[src/rtl/mem_arbiter_pkg.sv]
// Shared definitions for the instruction/data memory arbiter.
// Holds the arbiter state encoding and the default starvation limit.
package mem_arbiter_pkg;

  typedef enum logic [1:0] {
    IDLE    = 2'd0,
    IF_PEND = 2'd1,
    D_PEND  = 2'd2
  } arb_state_t;

  localparam int STARVE_MAX_DEF = 3;

endpackage

[src/rtl/mem_arbiter_addr_check.sv]
// Byte address to RAM word index, flagging misaligned
// or out-of-range addresses.
module arb_addr_check #(
  parameter int ADDR_W = 10
) (
  input  logic [31:0]       addr,
  output logic [ADDR_W-1:0] idx,
  output logic              err
);

  assign idx = addr[ADDR_W+1:2];
  assign err = (addr[1:0] != 2'b00) ||
               (addr[31:ADDR_W+2] != '0);

endmodule

[src/rtl/mem_arbiter.sv]
// Fetch/data arbiter in front of a single-port RAM with
// one-cycle read latency and starvation relief for fetch.
module mem_arbiter
  import mem_arbiter_pkg::*;
#(
  parameter int ADDR_W     = 10,
  parameter int STARVE_MAX = STARVE_MAX_DEF
) (
  input  logic              clock,
  input  logic              reset,
  input  logic              if_req,
  input  logic [31:0]       if_addr,
  output logic              if_ready,
  output logic [31:0]       if_rdata,
  input  logic              d_req,
  input  logic              d_we,
  input  logic [31:0]       d_addr,
  input  logic [31:0]       d_wdata,
  output logic              d_ready,
  output logic [31:0]       d_rdata,
  output logic [ADDR_W-1:0] ram_addr,
  output logic              ram_we,
  output logic              ram_re,
  output logic [31:0]       ram_wdata,
  input  logic [31:0]       ram_rdata,
  output logic              if_stall,
  output logic              d_stall,
  output logic              addr_err
);

  localparam int SW = (STARVE_MAX < 1) ? 1 :
                      $clog2(STARVE_MAX + 1);
  localparam logic [SW-1:0] SMAX = SW'(STARVE_MAX);

  arb_state_t        state, state_nx;
  logic [SW-1:0]     starve_cnt, starve_nx;
  logic              gnt_if, gnt_d;
  logic              pend_we, pend_err;
  logic [ADDR_W-1:0] if_idx, d_idx;
  logic              if_err, d_err;

  arb_addr_check #(.ADDR_W(ADDR_W)) u_if_chk (
    .addr (if_addr),
    .idx  (if_idx),
    .err  (if_err)
  );

  arb_addr_check #(.ADDR_W(ADDR_W)) u_d_chk (
    .addr (d_addr),
    .idx  (d_idx),
    .err  (d_err)
  );

  always_ff @(posedge clock) begin
    if (!reset) begin
      state      <= IDLE;
      starve_cnt <= '0;
      pend_we    <= 1'b0;
      pend_err   <= 1'b0;
    end else begin
      state      <= state_nx;
      starve_cnt <= starve_nx;
      if (gnt_d) begin
        pend_we  <= d_we;
        pend_err <= d_err;
      end else if (gnt_if) begin
        pend_we  <= 1'b0;
        pend_err <= if_err;
      end
    end
  end

  always_comb begin
    gnt_if    = 1'b0;
    gnt_d     = 1'b0;
    state_nx  = IDLE;
    starve_nx = starve_cnt;
    unique case (state)
      IDLE: begin
        if (d_req && !(if_req && starve_cnt == SMAX))
          gnt_d = 1'b1;
        else if (if_req)
          gnt_if = 1'b1;
      end
      IF_PEND: gnt_d  = d_req;
      D_PEND:  gnt_if = if_req;
      default: ;
    endcase
    if (gnt_d)
      state_nx = D_PEND;
    else if (gnt_if)
      state_nx = IF_PEND;
    // Only IDLE conflicts lost by fetch count toward starvation
    if (gnt_if)
      starve_nx = '0;
    else if (gnt_d && state == IDLE && if_req &&
             starve_cnt != SMAX)
      starve_nx = starve_cnt + SW'(1);
  end

  always_comb begin
    if_ready  = 1'b0;
    if_rdata  = '0;
    d_ready   = 1'b0;
    d_rdata   = '0;
    addr_err  = 1'b0;
    ram_addr  = '0;
    ram_we    = 1'b0;
    ram_re    = 1'b0;
    ram_wdata = '0;
    if (reset) begin
      if (gnt_d) begin
        ram_addr  = d_idx;
        ram_we    = d_we;
        ram_re    = !d_we;
        ram_wdata = d_wdata;
      end else if (gnt_if) begin
        ram_addr  = if_idx;
        ram_re    = 1'b1;
      end
      if (state == IF_PEND) begin
        if_ready = 1'b1;
        if_rdata = ram_rdata;
        addr_err = pend_err;
      end
      if (state == D_PEND) begin
        d_ready  = 1'b1;
        d_rdata  = pend_we ? '0 : ram_rdata;
        addr_err = pend_err;
      end
    end
  end

  assign if_stall = if_req && !if_ready;
  assign d_stall  = d_req && !d_ready;

endmodule
[config.mk]
export PLATFORM = sky130hd
export DESIGN_NAME = mem_arbiter
export DESIGN_NICKNAME = d
export VERILOG_FILES = /design/src/rtl/mem_arbiter_pkg.sv /design/src/rtl/mem_arbiter_addr_check.sv /design/src/rtl/mem_arbiter.sv
export SDC_FILE = /design/constraint.sdc
export NUM_CORES = 1
export LEC_CHECK = 0
export ABC_CLOCK_PERIOD_IN_PS = 2200
export BUFFER_PORTS_ARGS = -buffer_cell sky130_fd_sc_hd__buf_4
export CORE_AREA = 2 2 95 97
export DETAILED_ROUTE_END_ITERATION = 6
export DIE_AREA = 0 0 97 99
export HOLD_SLACK_MARGIN = 0.12
export PLACE_DENSITY = 0.59
export SLEW_MARGIN = 20
export SYNTH_ARGS = -nofsm -noshare
export SYNTH_HDL_FRONTEND = slang
export SYNTH_HIERARCHICAL = 1
export SYNTH_SLANG_ARGS = --single-unit
[constraint.sdc]
create_clock -name clock -period 2.2 [get_ports clock]
set_input_delay 0.22 -clock clock [delete_from_list [all_inputs] [get_ports clock]]
set_output_delay 0.22 -clock clock [all_outputs]
set_load 0.1 [all_outputs]
==> summary.md <==
| Metric | Value |
|---|---|
| Router iterations before antenna repair | 4 |
| Setup TNS | 0 ps |
| Inserted Diodes | 0 |
| Final #Nets | ~550 |
| Vias per cell | 4.12 |
| Seq/Total Area, Yosys | 0.0877 |
| Min cycle time layout | around 2100 ps |
| Status | completed |
| Share of cells above drive strength 1 | 0.643 |
| P&R area growth vs syn | 134% |
| DRC violations left | 0 |
| Hold violation total from the final report | 0 |
| Flop pwr share | 0.103 |
| Critical-path maximum fanout | 43 |
| Crit path kind | reg -> out |
| Initial core utilization | 0.160 |
| Max Root-Sink Buffers | 2 |
| FMAX | 486 MHz |
| Share of the synthesized area in the top cell type | 0.443 |
| Clk pwr share | 0.144 |
| Largest net degree at the start of global routing | 44 |
| H-tree Lvls | 1 |
| Leak pwr | 1.77 nW |
| Vias | 2140 |
| Reg clk slew, reported paths | 40 ps |
| Max Cap Viol | 0 |
| Distinct cells, synth | 30 |
| Dpl hpwl | just under 6 mm |
| CTS tree | done |
| Crit path max-delay cell type | dfxtp_1 |
| Maximum vdd drop | 174 µV |
| Gr ovfl total | 0 |
| Number of port buffers | between 200 and 250 |
| Post-Synthesis Net Count | 327 |
| Initial DRC count | 40 |
| RSZ-0062 raised after global routing | false |
| Clock sink total | 6 |
| Synthesis Warnings | 6 |
| Worst Path Required | 1980 ps |
| Initial antenna violation count | 0 |
| Final setup viols | 0 |
| # fillers | 883 |
| Slew @ Worst Pin | 354 ps |
| Ports | 246 |
| Slew HR | 0.764 |
| Final Non-Filler Cells | 520 |
| Synth Cell Area | roughly 1400 µm² |
| Root Driver | clkbuf_8 |
| Top post-synthesis cells by area | and2_1 44%, buf_4 11%, dfxtp_1 8.8%, a22o_1 6.4%, buf_6 4.9% |
| Hold Crit Class | in -> reg |
| Gate power share | 0.753 |
| Sum of buffers and inverters on the critical path | 2 |
| First-pass GRT wire length | between 10 and 15 mm |
| DP Cell Count | 517 |
| Synthesized area per cell | 7.10 µm² |
| Vias in the first global route | approximately 2200 |
| Pint | slightly above 500 µW |
| Clk_lat worst skew | 230 ps |
| WL/cell | approximately 13 µm |
| Yosys top cell by area | and2_1 |
| Cell family with most CP delay | buffers and inverters |
| Power density cells | 364 nW/µm² |
| Die ar. | 9600 µm² |
| CP Launch Type | register |
| Detailed Route WL | 6.61 mm |
| CP max stage delay | 320 ps |
| Num CTS Buffers | 3 |
| Setup crit end kind | output pin |
| Final GP Congestion | 0.812 |
| Gate Count Post-Synth | 193 |
| Worst-case clock skew | 1.85 ps |
| Synth Register Bits | 6 |
| Post-route ant nets | 0 |
| Num rows | 34 |
| Sw Share | 0.560 |
| Final Max Tran Viols | 0 |
| Period utilization | 0.936 |
| Worst EP arrival | approximately 1800 ps |
| Sw power | between 600 and 700 µW |
| Tot GR Track Use | 0.126 |
| Die width | 97 µm |
| Worst path cell trace | nand2b_1, a211oi_4, buf_12, a22o_1, buf_4 |
| DIE HEIGHT | between 90 and 100 µm |
| Core ar. | 8550 µm² |
| Hold_buf cts | 0 |
-- per-layer routing --
layer / share of wire / global-route usage / up-vias
met5: 0 / 0 / -
met4: 0.0092 / 0.0325 / 0
met3: 0.090 / 0.0248 / 5
met2: 0.55 / 0.252 / 151
met1: 0.35 / 0.132 / 926
li1: - / - / 1058
-- cell usage after synthesis --
library cell,instances
a211oi_1,2
clkbuf_1,6
o31ai_1,1
nor3_1,1
a211oi_4,1
buf_4,20
nand2_1,4
a21oi_1,3
nand3b_1,1
or4_1,5
buf_2,1
a211o_1,1
nor2_1,2
nand2b_1,2
ha_1,1
inv_1,3
and3_1,1
nand4b_1,1
nand3_1,1
nand4_1,2
nor2b_1,3
o211a_1,1
or3b_2,1
a22o_1,10
o21a_1,1
buf_6,6
nor4_1,8
dfxtp_1,6
and2_1,97
a21o_1,1
-- state kept, by name, summed over array words and instances (netlist names) --
signal / flops
starve_cnt: 2
state: 2
pend_err: 1
pend_we: 1
-- cells by family (layout without fill, tap and decap cells) --
group,Yosys count,after routing,synth area share
and+or+nand+nor,129,129,0.585
buffers and inverters,36,255,0.187
AOI/OAI and AO/OA,21,21,0.131
DFF,6,6,0.0877
adders and majority gates,1,1,0.00913
-- power by group through the flow --
stage	Clock (mW)	Sequential (mW)	Combinational [mW]
finish	0.167	0.120	0.877
global placement	0	0.121	0.877
detailed placement	0	0.122	0.882
global route	0.178	0.120	0.912
CTS	0.170	0.120	0.883
floorplan	0	0.120	0.611
-- timing repair --
| item | CTS | global route |
|---|---|---|
| resized for setup | 0 | 1 |
| hold endpoints to repair | 0 | 0 |
| setup endpoints to repair | 0 | 5 |
| setup buffers | 0 | 0 |
-- path summary, 6_finish.rpt --
kind,start,endpoint,slack [ps],cells past startpoint
max reg2reg,starve_cnt[0]$_SDFFE_PP0P_,starve_cnt[0]$_SDFFE_PP0P_,860,3
max,state[1]$_SDFF_PN0_,ram_addr[3],140,5
min reg2reg,pend_we$_SDFFE_PN0P_,pend_we$_SDFFE_PN0P_,470,2
min,reset,state[0]$_SDFF_PP0_,390,2
-- through the flow --
step	total power [mW]	area, µm²	util	hold slack [ps]	setup WS (ps)
after detailed placement	1.00	3160	0.369	468	85.7
after floorplan	0.731	1390	-	436	51.9
after global routing	1.21	3200	0.374	412	13.3
final	1.16	3200	0.374	394	140
after CTS	1.17	3200	0.374	396	107
after global placement	0.998	3160	0.369	448	95.6
-- layout by cell type, fill, tap and decap left out, types with 2 or more instances in the layout --
cell      count
nand2_1       4
buf_4       248
clkbuf_8      3
nand2b_1      2
a22o_1       10
nor2b_1       3
a211oi_1      2
nor2_1        2
nand4_1       2
or4_1         5
dfxtp_1       6
and2_1       89
and2_2        8
inv_1         3
a21oi_1       3
nor4_1        8
-- cell type report --
type / count / area (µm²) / area share
clock buffer: 3 / 41.3 / 0.0129
inverter: 3 / 11.3 / 0.00352
multi-input combinational: 151 / 1010 / 0.316
sequential: 6 / 120 / 0.0375
tap: 108 / 135 / 0.0422
timing repair buffer: 249 / 1880 / 0.588
Note: power is estimated with default switching activity, not from simulation.
